## src/rtl/os_tx_scheduler.sv

```systemverilog
// rtl/os_tx_scheduler.sv - PIPE transmit scheduler for ordered sets, SKP insertion and packet streams
//
// Purpose: arbitrates the lane datapath between LTSSM ordered sets (TS1/TS2/EIOS),
//          periodic SKP ordered sets and the TLP/DLLP packet stream. All outputs registered.
// Ports:
//   clk, reset          rising-edge clock, asynchronous active-low reset
//   gen[2:0]            current generation (selects ordered-set length)
//   linkUp              link trained; enables packets and the SKP timer
//   osReq, osType[1:0]  LTSSM ordered-set request (level) and type
//   pktReq, pktEnd      packet stream request and last-cycle marker
//   osStart, osActive   first cycle / every cycle of an ordered set
//   osSel[1:0]          type of the set being driven
//   osAck               last cycle of an LTSSM-requested set
//   pktGrant            packet stream owns the datapath
//   skpPending          a scheduled SKP has not been sent yet
// Options: OS_SKP_DEBT_EN - count up to 3 owed SKPs instead of a single pending flag.
module os_tx_scheduler #(
   parameter int GEN1_PIPEWIDTH = 64,
   parameter int GENX_PIPEWIDTH = 8,
   parameter int SKP_INTERVAL   = 1180
) (
   input  logic       clk,
   input  logic       reset,
   input  logic [2:0] gen,
   input  logic       linkUp,
   input  logic       osReq,
   input  logic [1:0] osType,
   input  logic       pktReq,
   input  logic       pktEnd,
   output logic       osStart,
   output logic       osActive,
   output logic [1:0] osSel,
   output logic       osAck,
   output logic       pktGrant,
   output logic       skpPending
);
   localparam logic [1:0] ST_IDLE     = 2'd0;
   localparam logic [1:0] ST_SEND_OS  = 2'd1;
   localparam logic [1:0] ST_SEND_SKP = 2'd2;
   localparam logic [1:0] ST_PKT      = 2'd3;

   localparam logic [1:0]  OS_SKP     = 2'b10;
   localparam logic [7:0]  LEN_GEN1   = 8'(128 / GEN1_PIPEWIDTH);
   localparam logic [7:0]  LEN_GENX   = 8'(128 / GENX_PIPEWIDTH);
   localparam logic [11:0] TIMER_LAST = 12'(SKP_INTERVAL - 1);

   logic [1:0]  r_state;
   logic [7:0]  r_cnt;
   logic [7:0]  r_len;
   logic [11:0] r_timer;
   logic [1:0]  r_sel;
   logic        r_start;
   logic        r_active;
   logic        r_ack;
   logic        r_grant;
   logic        r_pend;

   logic [1:0]  w_state_nxt;
   logic [7:0]  w_cnt_nxt;
   logic [7:0]  w_len_nxt;
   logic [1:0]  w_sel_nxt;
   logic [7:0]  w_len_gen;
   logic        w_expire;
   logic        w_last;
   logic        w_skp_done;
   logic        w_pend_nxt;

   // Unused generation codes fall back to the gen1 width.
   assign w_len_gen = (gen >= 3'b010 && gen <= 3'b101) ? LEN_GENX : LEN_GEN1;
   assign w_expire  = linkUp && (r_timer == TIMER_LAST);
   assign w_last    = (r_cnt == r_len);

   // r_cnt numbers the cycles of a set 1..r_len; 0 outside a set.
   always_comb begin
      w_state_nxt = r_state;
      w_cnt_nxt   = r_cnt;
      w_len_nxt   = r_len;
      w_sel_nxt   = r_sel;
      case (r_state)
         ST_IDLE: begin
            if (r_pend && linkUp) begin
               w_state_nxt = ST_SEND_SKP;
               w_cnt_nxt   = 8'd1;
               w_len_nxt   = w_len_gen;
               w_sel_nxt   = OS_SKP;
            end else if (osReq) begin
               w_state_nxt = ST_SEND_OS;
               w_cnt_nxt   = 8'd1;
               w_len_nxt   = w_len_gen;
               w_sel_nxt   = osType;
            end else if (pktReq && linkUp) begin
               w_state_nxt = ST_PKT;
            end
         end
         ST_SEND_OS: begin
            // An LTSSM set always runs to completion, even across a link drop.
            if (w_last) begin
               w_state_nxt = ST_IDLE;
               w_cnt_nxt   = 8'd0;
            end else begin
               w_cnt_nxt = r_cnt + 8'd1;
            end
         end
         ST_SEND_SKP: begin
            if (!linkUp || w_last) begin
               w_state_nxt = ST_IDLE;
               w_cnt_nxt   = 8'd0;
            end else begin
               w_cnt_nxt = r_cnt + 8'd1;
            end
         end
         default: begin
            if (pktEnd || !linkUp) begin
               w_state_nxt = ST_IDLE;
            end
         end
      endcase
   end

   // The SKP counts as sent when the registered outputs move into its last cycle.
   assign w_skp_done = (w_state_nxt == ST_SEND_SKP) && (w_cnt_nxt == w_len_nxt);

`ifdef OS_SKP_DEBT_EN
   logic [1:0] r_debt;
   logic [1:0] w_debt_nxt;

   // A completion and an expiry on the same edge cancel out.
   always_comb begin
      w_debt_nxt = r_debt;
      if (!linkUp) begin
         w_debt_nxt = 2'd0;
      end else if (w_expire && !w_skp_done) begin
         if (r_debt != 2'd3) begin
            w_debt_nxt = r_debt + 2'd1;
         end
      end else if (!w_expire && w_skp_done) begin
         w_debt_nxt = r_debt - 2'd1;
      end
   end

   assign w_pend_nxt = (w_debt_nxt != 2'd0);

   always_ff @(posedge clk or negedge reset) begin
      if (!reset) begin
         r_debt <= 2'd0;
      end else begin
         r_debt <= w_debt_nxt;
      end
   end
`else
   // Expiry wins over completion so a coincident expiry keeps the flag set.
   always_comb begin
      w_pend_nxt = r_pend;
      if (!linkUp) begin
         w_pend_nxt = 1'b0;
      end else if (w_expire) begin
         w_pend_nxt = 1'b1;
      end else if (w_skp_done) begin
         w_pend_nxt = 1'b0;
      end
   end
`endif

   always_ff @(posedge clk or negedge reset) begin
      if (!reset) begin
         r_state  <= ST_IDLE;
         r_cnt    <= 8'd0;
         r_len    <= 8'd0;
         r_timer  <= 12'd0;
         r_sel    <= 2'b00;
         r_start  <= 1'b0;
         r_active <= 1'b0;
         r_ack    <= 1'b0;
         r_grant  <= 1'b0;
         r_pend   <= 1'b0;
      end else begin
         r_state  <= w_state_nxt;
         r_cnt    <= w_cnt_nxt;
         r_len    <= w_len_nxt;
         r_sel    <= w_sel_nxt;
         r_start  <= (r_state == ST_IDLE) &&
                     ((w_state_nxt == ST_SEND_OS) || (w_state_nxt == ST_SEND_SKP));
         r_active <= (w_state_nxt == ST_SEND_OS) || (w_state_nxt == ST_SEND_SKP);
         r_ack    <= (w_state_nxt == ST_SEND_OS) && (w_cnt_nxt == w_len_nxt);
         r_grant  <= (w_state_nxt == ST_PKT);
         r_pend   <= w_pend_nxt;
         if (!linkUp || w_expire) begin
            r_timer <= 12'd0;
         end else begin
            r_timer <= r_timer + 12'd1;
         end
      end
   end

   assign osStart    = r_start;
   assign osActive   = r_active;
   assign osSel      = r_sel;
   assign osAck      = r_ack;
   assign pktGrant   = r_grant;
   assign skpPending = r_pend;

endmodule

```

## config.mk

```make
export PLATFORM = sky130hd
export DESIGN_NAME = os_tx_scheduler
export DESIGN_NICKNAME = d
export VERILOG_FILES = /design/src/rtl/os_tx_scheduler.sv
export SDC_FILE = /design/constraint.sdc
export NUM_CORES = 1
export LEC_CHECK = 0
export CORE_MARGIN = 2
export CORE_UTILIZATION = 33
export DETAILED_ROUTE_END_ITERATION = 7
export GPL_TIMING_DRIVEN = 0
export PLACE_DENSITY = 0.48
export SKIP_LAST_GASP = 1
export SLEW_MARGIN = 20
export SYNTH_ARGS = -nofsm -noshare
export SYNTH_HDL_FRONTEND = slang
export SYNTH_SLANG_ARGS = --single-unit
```

## constraint.sdc

```tcl
create_clock -name clk -period 2.5 [get_ports clk]
set_input_delay 0.25 -clock clk [delete_from_list [all_inputs] [get_ports clk]]
set_output_delay 0.25 -clock clk [all_outputs]
set_load 0.05 [all_outputs]
```

==> metrics.txt <==
status=finished clean; final worst-path cycle share=0.977; CTS tree=yes; WP data required=around 2.7 ns; Seq/Total Area, Yosys=0.417; CP cell instances=buf_4, or2_4, buf_6, o21ai_4, nor2_1, a22o_1, nor4_4, o2111ai_2, o41a_1; Slew @ Worst Pin=0.507 ns; worst hold path class=primary input to flop; top cells by count, synth=37 x dfrtp_1, 29 x nor2_1, 27 x nand2_1; XOR/XNOR Fraction of Synth Area=0.0908; die width=~86 um; Final Routed Wirelength=roughly 5400 um; clock-pin slew of the registers on the worst-case setup and hold paths=about 0.08 ns; gr usage total=0.159; total gr overflow=0; starting density of the core=0.345; Synth Area in Compound Gates=0.175; Max Fanout on Critical Path=10; Post-Synth Simple-Gate Area=0.231; fin area=0.00274 mm2; RePlAce Congestion=slightly below 0.9; LEAKAGE=roughly 1.2 nW; fraction of synthesized area in multiplexers=0.00902; largest family of logic cells by synthesized area=simple AND/OR/NAND/NOR gates; Synth Flop Type=dfrtp_1; remaining antenna violation count=0; Die Ht=86.0 um; Post-synth EDFFs=0; Worst VDD drop=around 0.60 mV; root buffer cell=clkbuf_8; Post-Syn Instances=~250; Setup TNS=0 ns; hold slack=approximately 0.42 ns; DIE AREA=around 0.0074 mm2; fillers=between 600 and 700; ant diodes=0; Crit. End Element=flop; Final Hold Fails=0; worst skew pair latency=~0.29 ns; io pins=18; DR vias/cell=~5.2; Worst R2R Setup Slack=0.06 ns; Synth warnings=0; DRC viols=0; Placement Setup Slack=-0.644 ns; FF/Latch Area=926 um2; dominant cell type by area after synthesis=dfrtp_1; Pre-antenna DRT Iters=4; FF-to-FF Start=r_state[1]; crit path DAT=approximately 2.6 ns; layout net count=between 200 and 300; ranking of synthesized cells by area=dfrtp_1 42%, xnor2_1 5.5%, nor2_1 4.9%, nand2_1 4.6%, xor2_1 3.6%; Worst Setup SP=r_state[1]; Worst setup SP type=flop; flop and latch count out of synthesis=37; Post-Syn Area=0.00222 mm2; Max-Cap Viols=0; Placed Area=roughly 0.0025 mm2; layout cells sized above 1=0.134; RSZ-0062 raised after global routing=yes; CP max stage delay=between 0.3 and 0.4 ns; final max-slew violation count=0; IO buf count=16; row count=29; CTS Buffer Depth=2; Slowest-stage cell, CP=o41a_1; Avg Cell Area, Syn=between 8 and 9 um2; count leader, synth=dfrtp_1; CORE AREA=0.00642 mm2; Adder-Cell Fraction of Synth Area=0.0282; Synth top area share=0.417; 1st-iter DRT viols=88; Slew headroom=0.661; post-DR wirelength/cell=15.2 um; global-route wire length before repair=between 9000 and 10000 um; minimum clock period=roughly 2.4 ns; Synth Net Count=about 270; pin count of the biggest net entering global routing=21; Layout area overhead=23.5%; Achievable Freq=a little over 400 MHz; Setup-failing EPs final=0; Worst Skew=between 0.004 and 0.005 ns; hold path start=linkUp; Total Power=2.57 mW; synth unique cells=54; post-detail-place hpwl=slightly below 4000 um; Power Density=between 900 and 1000 mW/mm2; Async S/R FF share, synth=1.00; Num CTS Buffers=5; Setup CP Type=flop to flop; H-tree levels=2; clock sink count=37; vias in the first global route=around 1800; setup ws final=around 0.057 ns; antenna violations before repair=0; area of the multi-input gates=roughly 0.0013 mm2; vias post-DR=1852
-- where the power goes --
group	switching, mW	leakage [nW]	internal (mW)
clock	0.232	0.0585	0.326
sequential	0.0902	0.493	0.696
combinational	0.730	0.636	0.499
total	1.05	1.19	1.52
-- registers in the layout, indices dropped and copies added, names as in the netlist --
name / count
r_state: 2
r_timer: 12
osAck: 1
osSel: 2
r_cnt: 8
skpPending: 1
osActive: 1
r_len: 8
pktGrant: 1
osStart: 1
-- through the flow --
step,cells,util
5_1_grt,353,0.427
6_report,353,0.427
4_1_cts,352,0.417
3_5_place_dp,343,0.389
3_3_place_gp,342,0.385
2_1_floorplan,249,-
-- layout make-up --
| class | instances | area share |
|---|---|---|
| Timing Repair Buffer | 19 | 0.0740 |
| Sequential cell | 37 | 0.338 |
| Inverter | 15 | 0.0205 |
| Buffer | 10 | 0.0251 |
| Tap cell | 77 | 0.0352 |
| Clock buffer | 7 | 0.0315 |
| Multi-Input combinational cell | 187 | 0.465 |
| Clock inverter | 1 | 0.0110 |
-- timing repair --
item                       CTS  global route
buffers inserted             0             1
hold buffers                 1             0
gates cloned                 0             0
pin swaps                    1             4
setup endpoints to repair    2             2
hold endpoints to repair    17             0
gates resized for setup     10            13
-- critical path, delay by kind of cell (launching register included) --
kind | cells | cell delay [ns]
buffers and inverters | 2 | 0.31
AND/OR/NAND/NOR | 3 | 0.66
AO/OA/AOI/OAI | 4 | 0.98
flip-flops | 1 | 0.36
-- per-layer routing --
layer / track usage / share of wire / up-vias / routed length (um)
met4: 0.0476 / 0.014 / 0 / 76
met5: 0 / 0 / - / 0
met1: 0.219 / 0.50 / 884 / 2670
met2: 0.249 / 0.45 / 40 / 2400
met3: 0.0356 / 0.041 / 6 / 222
li1: - / - / 922 / -
-- worst paths after layout --
kind	to	depth (start not counted)
hold reg to reg	r_timer[0]	1
setup / recovery	skpPending	9
setup reg to reg	skpPending	9
hold / removal	r_timer[11]	4
min in group asynchronous	r_timer[5]	2
max in group asynchronous	osAck	3
-- cell usage in the layout (no fill, tap or decap), drive strengths merged, types with 3 or more instances in the layout --
cell           netlist  routed
nand3                9       9
and4                 3       3
nor3                 5       5
or3                  4       4
and2                 4       4
and3                 4       4
nor2                29      29
xnor2               14      14
o21a                 3       3
a21oi               12      12
inv                 15      15
xor2                 9       9
dfrtp               37      37
ha                   5       5
o21ai               16      16
clkbuf               1      10
nand2               27      27
nand4                7       7
nor4                 3       3
clkdlybuf4s50        0      14
buf                  9      10
-- cells by family after synthesis --
family / after synthesis
AO/OA/AOI/OAI: 54
XOR/XNOR: 23
adder cells (fa/ha/maj): 5
buffers and inverters: 25
flip-flops: 37
multiplexers: 2
AND/OR/NAND/NOR: 103
Power figures use the tool's default switching activity.
